===== config.mk =====
export PLATFORM = sky130hd
export DESIGN_NAME = hazard_controller_flat
export DESIGN_NICKNAME = d
export VERILOG_FILES = /design/src/rtl/hazard_controller_pkg.sv /design/src/rtl/hazard_controller_if.sv /design/src/rtl/hazard_controller_perf_counters.sv /design/src/rtl/hazard_controller.sv /design/src/flat_wrapper.sv
export SDC_FILE = /design/constraint.sdc
export NUM_CORES = 1
export LEC_CHECK = 0
export CAP_MARGIN = 20
export CORE_MARGIN = 4
export CORE_UTILIZATION = 34
export CTS_CLUSTER_DIAMETER = 100
export CTS_CLUSTER_SIZE = 20
export DETAILED_ROUTE_END_ITERATION = 8
export MAX_ROUTING_LAYER = met4
export PLACE_DENSITY_LB_ADDON = 0.2
export SYNTH_ARGS = -nofsm -noshare
export SYNTH_HDL_FRONTEND = slang
export SYNTH_SLANG_ARGS = --single-unit

===== constraint.sdc =====
create_clock -name clk -period 2.3 [get_ports clk]
set_input_delay 0.345 -clock clk [delete_from_list [all_inputs] [get_ports clk]]
set_output_delay 0.345 -clock clk [all_outputs]
set_load 0.02 [all_outputs]

===== src/rtl/hazard_controller_pkg.sv =====
// rtl/hazard_controller_pkg.sv - shared types and constants for the pipeline hazard controller
package hazard_controller_pkg;

  typedef enum logic [1:0] {
    IDLE     = 2'd0,
    RUN      = 2'd1,
    MEM_WAIT = 2'd2,
    HALTED   = 2'd3
  } hazard_state_t;

  typedef struct packed {
    logic en;
    logic bubble;
  } stage_ctrl_t;

  localparam int NUM_STAGES = 5;
  localparam int STG_FETCH  = 0;
  localparam int STG_DECODE = 1;
  localparam int STG_EXEC   = 2;
  localparam int STG_ACCESS = 3;
  localparam int STG_WB     = 4;

  // Wait-timer width; at least one bit so a disabled timeout still elaborates.
  function automatic int timer_width(input int timeout);
    return (timeout < 1) ? 1 : $clog2(timeout + 1);
  endfunction

endpackage


===== src/rtl/hazard_controller_if.sv =====
// rtl/hazard_controller_if.sv - hazard request / stage control bundle between pipeline and controller
interface hazard_controller_if;
  logic        fwd_stall_rs1;
  logic        fwd_stall_rs2;
  logic        branch_taken;
  logic        mem_req;
  logic        mem_ready;
  logic        halt_req;
  logic        fetch_en;
  logic        decode_en;
  logic        execute_en;
  logic        access_en;
  logic        writeback_en;
  logic        decode_bubble;
  logic        execute_bubble;
  logic        writeback_bubble;
  logic        pc_load;
  logic        halted;
  logic        mem_error;
  logic [31:0] perf_cycles;
  logic [31:0] perf_stalls;
  logic [31:0] perf_flushes;

  // Pipeline side: raises requests, consumes stage controls
  modport master (
    output fwd_stall_rs1, fwd_stall_rs2, branch_taken, mem_req, mem_ready, halt_req,
    input  fetch_en, decode_en, execute_en, access_en, writeback_en,
    input  decode_bubble, execute_bubble, writeback_bubble, pc_load,
    input  halted, mem_error, perf_cycles, perf_stalls, perf_flushes
  );

  // Controller side
  modport slave (
    input  fwd_stall_rs1, fwd_stall_rs2, branch_taken, mem_req, mem_ready, halt_req,
    output fetch_en, decode_en, execute_en, access_en, writeback_en,
    output decode_bubble, execute_bubble, writeback_bubble, pc_load,
    output halted, mem_error, perf_cycles, perf_stalls, perf_flushes
  );
endinterface


===== src/rtl/hazard_controller_perf_counters.sv =====
// rtl/hazard_controller_perf_counters.sv - perf_counters: three wrapping 32-bit event counters (used with HAZARD_PERF_COUNTERS_EN)
module perf_counters (
  input  logic        clk,
  input  logic        rst,
  input  logic        inc_cycles,
  input  logic        inc_stalls,
  input  logic        inc_flushes,
  output logic [31:0] cycles,
  output logic [31:0] stalls,
  output logic [31:0] flushes
);

  logic [31:0] cycles_q, cycles_d;
  logic [31:0] stalls_q, stalls_d;
  logic [31:0] flushes_q, flushes_d;

  // Increment each counter on its event; natural 32-bit wrap
  always_comb begin
    cycles_d  = cycles_q  + {31'd0, inc_cycles};
    stalls_d  = stalls_q  + {31'd0, inc_stalls};
    flushes_d = flushes_q + {31'd0, inc_flushes};
  end

  // Counter registers, cleared by reset
  always_ff @(posedge clk) begin
    if (rst) begin
      cycles_q  <= '0;
      stalls_q  <= '0;
      flushes_q <= '0;
    end else begin
      cycles_q  <= cycles_d;
      stalls_q  <= stalls_d;
      flushes_q <= flushes_d;
    end
  end

  assign cycles  = cycles_q;
  assign stalls  = stalls_q;
  assign flushes = flushes_q;

endmodule


===== src/rtl/hazard_controller.sv =====
// rtl/hazard_controller.sv - five-stage pipeline sequencer (optional HAZARD_PERF_COUNTERS_EN adds perf counters)
module hazard_controller
  import hazard_controller_pkg::*;
#(
  parameter int MEM_TIMEOUT = 64
) (
  input  logic                           clk,
  input  logic                           rst,
  hazard_controller_if.slave             hz,
  output stage_ctrl_t [NUM_STAGES-1:0]   stage_ctrl
);

  localparam int TW = timer_width(MEM_TIMEOUT);
  localparam logic [TW-1:0] TIMER_MAX = '1;

  hazard_state_t state_q, state_d;
  logic [TW-1:0] timer_q, timer_d;
  logic          mem_error_q, mem_error_d;

  logic fe, de, ee, ae, we;
  logic db, eb, wb;
  logic pl, halted_o;
  logic timer_hit;

  // Next wait cycle would reach the timeout threshold
  assign timer_hit = (MEM_TIMEOUT != 0) && ((int'(timer_q) + 1) >= MEM_TIMEOUT);

  // Next-state and stage-control decode; reset forces the IDLE flush pattern
  always_comb begin
    state_d     = state_q;
    timer_d     = timer_q;
    mem_error_d = mem_error_q;
    fe = 1'b0; de = 1'b0; ee = 1'b0; ae = 1'b0; we = 1'b0;
    db = 1'b0; eb = 1'b0; wb = 1'b0;
    pl = 1'b0;
    halted_o = 1'b0;

    if (rst) begin
      de = 1'b1; ee = 1'b1; ae = 1'b1; we = 1'b1;
      db = 1'b1; eb = 1'b1; wb = 1'b1;
      state_d = IDLE;
    end else begin
      case (state_q)
        IDLE: begin
          de = 1'b1; ee = 1'b1; ae = 1'b1; we = 1'b1;
          db = 1'b1; eb = 1'b1; wb = 1'b1;
          state_d = RUN;
        end
        RUN, MEM_WAIT: begin
          if (state_q == MEM_WAIT && !hz.mem_ready) begin
            // Still waiting: drain writeback only, count the wait
            we = 1'b1; wb = 1'b1;
            timer_d = (timer_q == TIMER_MAX) ? timer_q : timer_q + TW'(1);
            if (timer_hit) begin
              mem_error_d = 1'b1;
              state_d     = HALTED;
            end
          end else if (hz.halt_req) begin
            state_d = HALTED;
          end else if (state_q == RUN && hz.mem_req && !hz.mem_ready) begin
            we = 1'b1; wb = 1'b1;
            timer_d = '0;
            state_d = MEM_WAIT;
          end else begin
            state_d = RUN;
            if (hz.branch_taken) begin
              // Branch beats a forwarding stall: the stalled decode op is wrong-path
              fe = 1'b1; de = 1'b1; ee = 1'b1; ae = 1'b1; we = 1'b1;
              pl = 1'b1; db = 1'b1; eb = 1'b1;
            end else if (hz.fwd_stall_rs1 || hz.fwd_stall_rs2) begin
              ee = 1'b1; eb = 1'b1; ae = 1'b1; we = 1'b1;
            end else begin
              fe = 1'b1; de = 1'b1; ee = 1'b1; ae = 1'b1; we = 1'b1;
            end
          end
        end
        HALTED: begin
          halted_o = 1'b1;
        end
        default: begin
          state_d = IDLE;
        end
      endcase
    end
  end

  // State, wait timer and sticky error registers
  always_ff @(posedge clk) begin
    if (rst) begin
      state_q     <= IDLE;
      timer_q     <= '0;
      mem_error_q <= 1'b0;
    end else begin
      state_q     <= state_d;
      timer_q     <= timer_d;
      mem_error_q <= mem_error_d;
    end
  end

  assign hz.fetch_en         = fe;
  assign hz.decode_en        = de;
  assign hz.execute_en       = ee;
  assign hz.access_en        = ae;
  assign hz.writeback_en     = we;
  assign hz.decode_bubble    = db;
  assign hz.execute_bubble   = eb;
  assign hz.writeback_bubble = wb;
  assign hz.pc_load          = pl;
  assign hz.halted           = halted_o;
  assign hz.mem_error        = mem_error_q & ~rst;

  assign stage_ctrl[STG_FETCH]  = {fe, 1'b0};
  assign stage_ctrl[STG_DECODE] = {de, db};
  assign stage_ctrl[STG_EXEC]   = {ee, eb};
  assign stage_ctrl[STG_ACCESS] = {ae, 1'b0};
  assign stage_ctrl[STG_WB]     = {we, wb};

`ifdef HAZARD_PERF_COUNTERS_EN
  perf_counters u_perf (
    .clk         (clk),
    .rst         (rst),
    .inc_cycles  (state_q != HALTED),
    .inc_stalls  (!fe && (state_q == RUN || state_q == MEM_WAIT)),
    .inc_flushes (pl),
    .cycles      (hz.perf_cycles),
    .stalls      (hz.perf_stalls),
    .flushes     (hz.perf_flushes)
  );
`else
  assign hz.perf_cycles  = '0;
  assign hz.perf_stalls  = '0;
  assign hz.perf_flushes = '0;
`endif

endmodule


===== src/flat_wrapper.sv =====
// flat-port wrapper written by rule: the top's interface ports become plain ports
module hazard_controller_flat import hazard_controller_pkg::*;
#(
  parameter int MEM_TIMEOUT = 64
)
  (clk, rst, stage_ctrl, hz_fwd_stall_rs1, hz_fwd_stall_rs2, hz_branch_taken, hz_mem_req, hz_mem_ready, hz_halt_req, hz_fetch_en, hz_decode_en, hz_execute_en, hz_access_en, hz_writeback_en, hz_decode_bubble, hz_execute_bubble, hz_writeback_bubble, hz_pc_load, hz_halted, hz_mem_error, hz_perf_cycles, hz_perf_stalls, hz_perf_flushes);
  hazard_controller_if hz_i ();
  input  logic clk;
  input  logic rst;
  output stage_ctrl_t [NUM_STAGES-1:0] stage_ctrl;
  input wire logic [$bits(hz_i.fwd_stall_rs1)-1:0] hz_fwd_stall_rs1;
  input wire logic [$bits(hz_i.fwd_stall_rs2)-1:0] hz_fwd_stall_rs2;
  input wire logic [$bits(hz_i.branch_taken)-1:0] hz_branch_taken;
  input wire logic [$bits(hz_i.mem_req)-1:0] hz_mem_req;
  input wire logic [$bits(hz_i.mem_ready)-1:0] hz_mem_ready;
  input wire logic [$bits(hz_i.halt_req)-1:0] hz_halt_req;
  output wire logic [$bits(hz_i.fetch_en)-1:0] hz_fetch_en;
  output wire logic [$bits(hz_i.decode_en)-1:0] hz_decode_en;
  output wire logic [$bits(hz_i.execute_en)-1:0] hz_execute_en;
  output wire logic [$bits(hz_i.access_en)-1:0] hz_access_en;
  output wire logic [$bits(hz_i.writeback_en)-1:0] hz_writeback_en;
  output wire logic [$bits(hz_i.decode_bubble)-1:0] hz_decode_bubble;
  output wire logic [$bits(hz_i.execute_bubble)-1:0] hz_execute_bubble;
  output wire logic [$bits(hz_i.writeback_bubble)-1:0] hz_writeback_bubble;
  output wire logic [$bits(hz_i.pc_load)-1:0] hz_pc_load;
  output wire logic [$bits(hz_i.halted)-1:0] hz_halted;
  output wire logic [$bits(hz_i.mem_error)-1:0] hz_mem_error;
  output wire logic [$bits(hz_i.perf_cycles)-1:0] hz_perf_cycles;
  output wire logic [$bits(hz_i.perf_stalls)-1:0] hz_perf_stalls;
  output wire logic [$bits(hz_i.perf_flushes)-1:0] hz_perf_flushes;
  assign hz_i.fwd_stall_rs1 = hz_fwd_stall_rs1;
  assign hz_i.fwd_stall_rs2 = hz_fwd_stall_rs2;
  assign hz_i.branch_taken = hz_branch_taken;
  assign hz_i.mem_req = hz_mem_req;
  assign hz_i.mem_ready = hz_mem_ready;
  assign hz_i.halt_req = hz_halt_req;
  assign hz_fetch_en = hz_i.fetch_en;
  assign hz_decode_en = hz_i.decode_en;
  assign hz_execute_en = hz_i.execute_en;
  assign hz_access_en = hz_i.access_en;
  assign hz_writeback_en = hz_i.writeback_en;
  assign hz_decode_bubble = hz_i.decode_bubble;
  assign hz_execute_bubble = hz_i.execute_bubble;
  assign hz_writeback_bubble = hz_i.writeback_bubble;
  assign hz_pc_load = hz_i.pc_load;
  assign hz_halted = hz_i.halted;
  assign hz_mem_error = hz_i.mem_error;
  assign hz_perf_cycles = hz_i.perf_cycles;
  assign hz_perf_stalls = hz_i.perf_stalls;
  assign hz_perf_flushes = hz_i.perf_flushes;
  hazard_controller #(.MEM_TIMEOUT(MEM_TIMEOUT)) u_core (.clk(clk), .rst(rst), .hz(hz_i), .stage_ctrl(stage_ctrl));
endmodule

==> results.cfg <==
[die]
fp.dieH_um = 76.2
std_cell_rows = 24
dieWidth_um = 76.2
die_area_um2 = 5810
ios = 125
start_util_pct = 35.8
core-area_um2 = 4410

[synthesis]
synth_seq_area_share_pct = 12.7
synth_compound_area_share_pct = 14.5
yosys.area_share.adder_pct = 4.75
synthCells = 205
synth-xor-area-share_pct = 0
synth.distinct_cells = 37
ys_ff_latch = 10
synth_area_leaders = buf_4 (51%), dfxtp_1 (13%), ha_1 (4.7%), a21oi_1 (3.2%), o21ai_0 (2.2%)
synth.mux.area_fraction_pct = 0
yosysTopAreaCellShare_pct = 50.8
synthSimpleGateAreaFrac_pct = 15.0
synth_largest_area_cell = buf_4
synth_top_family_by_area = buffers and inverters
syn_avg_cell_area_um2 = 7.71
syn_area_um2 = 1580
ys_warn_count = 0

[cells_and_area]
design_area_um2 = 1590
num-fill-cells = 506
final_nets = 253
final_core_util_pct = 36.0
layout-drive-gt1-share_pct = 17.6
syn_to_final_growth_pct = 0.554
stdcell_count = 290
antenna_cells = 0

[clock_tree]
clkTransAtPathRegs_ns = 0.05
tritoncts = built
clk_path_buf_depth = 2
cts_setup_buffers = 0
cts_sinks = 10
htree_levels = 1
holdBufCountCts = 0
insertion_delay_ns = 0.24
cts-root-buf = clkbuf_8
cts_made_buffers = 3

[drt]
route.detailed.drc = 0
wl_per_cell_um = 10.4
vias = 1137
via_per_inst = 3.92
first_pass_iters = 4
drtAntennaViolNets = 0
drtIter0Drc = 61
wl_mm = 3.03

[setup_path]
cp_top_family = compound AO/OA/AOI/OAI gates
path_buf_inv = 2
cp_slowest_cell = dfxtp_1
crit_required_ns = 1.96
worstSetupEndpointType = output port
start_kind = register
worstPathArrival_ns = 1.93
critical_path_peak_fanout = 4
path_cells = inv_1 > ha_1 > a21oi_2 > o211ai_1 > nand2b_1 > o21ai_0 > clkdlybuf4s15_2
max_stage_delay_ns = 0.35
critPathKind = reg -> out

[timing]
finalSetupTns_ns = 0
period_minus_slack_ns = 2.28
drv_slew = 0
hold_violations = 0
fmax_mhz = 439
finalCritPeriodShare_pct = 99.0
rsz0062_at_grt = true
clock_skew_ns = 0.00315
hold_slack_ns = 0.500
final-setup-viol-count = 0

[run]
cap_violations = 0

[grt]
grt_pass1_wl_mm = 4.64
grt.total_usage_pct = 9.70
grt_overflow = 0
grt_pass1_vias = 998
antenna_found_initial = 0
grt_max_degree = 13

[placed_design]
place_inst = 286
numPortBuffers = 26
gp_congestion = 0.705
postPlaceCellArea_um2 = 1570
dp_hpwl_mm = 2.55

[min_path]
hold_path_class = reg -> reg

[power_and_ir_drop]
power.leakage_nw = 0.792
p_per_area_nw_per_um2 = 473
peakVddDrop_uv = 146

[run_status]
status = finished clean
==> registers in the layout, indices dropped and copies added (netlist names) <==
name,count
u_core.timer_q,7
u_core.state_q,2
u_core.mem_error_q,1
==> cells in the final DEF (no fill, tap or decap), types with 2 or more instances in the layout <==
cell type        instances
a31oi_1                  3
ha_1                     6
clkbuf_8                 4
buf_4                   15
nor2b_1                  3
a311oi_1                 2
a311oi_2                 2
clkdlybuf4s50_1          9
clkbuf_2                 8
inv_1                    5
o211ai_1                 2
a21oi_2                  2
conb_1                  98
dfxtp_1                 10
nand2b_1                 4
o21ai_0                  6
nor2_1                   5
nand3_1                  5
dlygate4sd2_1            5
a21oi_1                  8
or2_1                    2
nor3_1                   5
nand2_1                  7
clkdlybuf4s15_2          4
==> Yosys cell counts <==
library cell,n
a2111oi_0,1
a21oi_1,10
a311oi_1,2
a311oi_2,2
a31o_2,1
a31oi_1,3
and2_1,1
and2_2,1
and3_2,1
and3b_1,1
buf_4,107
buf_6,1
clkbuf_1,1
conb_1,1
dfxtp_1,10
ha_1,6
inv_1,5
nand2_1,7
nand2_4,1
nand2b_1,4
nand3_1,5
nand3_2,1
nand3b_1,1
nand4b_1,1
nor2_1,5
nor2b_1,3
nor3_1,5
nor4_1,1
o211ai_1,2
o21ai_0,7
o311a_1,1
o311ai_1,1
o31ai_1,1
o32a_1,1
o32ai_1,1
or2_1,2
or4_4,1
==> through the flow <==
step	total power (W)	worst slack, ns
3_3_place_gp	0.000553	-0.183
5_1_grt	0.000800	-0.150
3_5_place_dp	0.000551	-0.221
2_1_floorplan	0.000578	0.000841
4_1_cts	0.000759	0.000172
6_report	0.000752	0.0234
==> where the power goes <==
part	leakage (nW)	total, W	switching [W]	internal (W)
Sequential	0.0811	0.000181	0.00000337	0.000178
Combinational	0.683	0.000353	0.000262	0.0000910
Clock	0.0288	0.000218	0.0000675	0.000150
==> area by class of cell <==
cell class / instances / area, um2 / share of cell area [%]
Clock buffer: 4 / 55.1 / 3.46
Inverter: 5 / 18.8 / 1.18
Multi-Input combinational cell: 178 / 920 / 57.8
Timing Repair Buffer: 41 / 332 / 20.8
Sequential cell: 10 / 200 / 12.6
Tap cell: 52 / 65.1 / 4.09
==> final timing paths <==
path / depth (start not counted) / slack, ns / startpoint / end
setup / recovery: 7 / 0.02 / u_core.state_q[1]$_SDFFE_PP0P_ / stage_ctrl[2]
hold / removal: 2 / 0.50 / u_core.timer_q[1]$_SDFFE_PP0P_ / u_core.timer_q[1]$_SDFFE_PP0P_
setup reg to reg: 7 / 0.54 / u_core.state_q[0]$_SDFFE_PP0P_ / u_core.timer_q[2]$_SDFFE_PP0P_
hold reg to reg: 2 / 0.50 / u_core.timer_q[1]$_SDFFE_PP0P_ / u_core.timer_q[1]$_SDFFE_PP0P_
==> routing by layer <==
metal	up-vias	part of all wire, %	track usage [%]
li1	553	-	-
met1	515	36	10.6
met2	67	53	17.3
met3	2	9.7	2.60
met4	0	0.92	2.62
met5	-	0	-
==> cell families after synthesis <==
family | Yosys count
flip-flops | 10
AO/OA/AOI/OAI | 33
buffers and inverters | 114
other | 1
AND/OR/NAND/NOR | 41
adder cells (fa/ha/maj) | 6
==> worst reg2reg max path, delay by kind of cell, from the launching register on <==
family                   cells  cell delay, ns
AND/OR/NAND/NOR              3            0.66
flip-flops                   1            0.36
adder cells (fa/ha/maj)      1            0.31
buffers and inverters        2            0.20
AO/OA/AOI/OAI                1            0.09
==> repair_timing <==
item                                   in CTS  in global routing
gates resized for setup                    33                 20
pin swaps                                   0                  0
setup endpoints to repair                  17                 14
endpoints found under the hold margin       0                  0
Power figures use the tool's default switching activity.
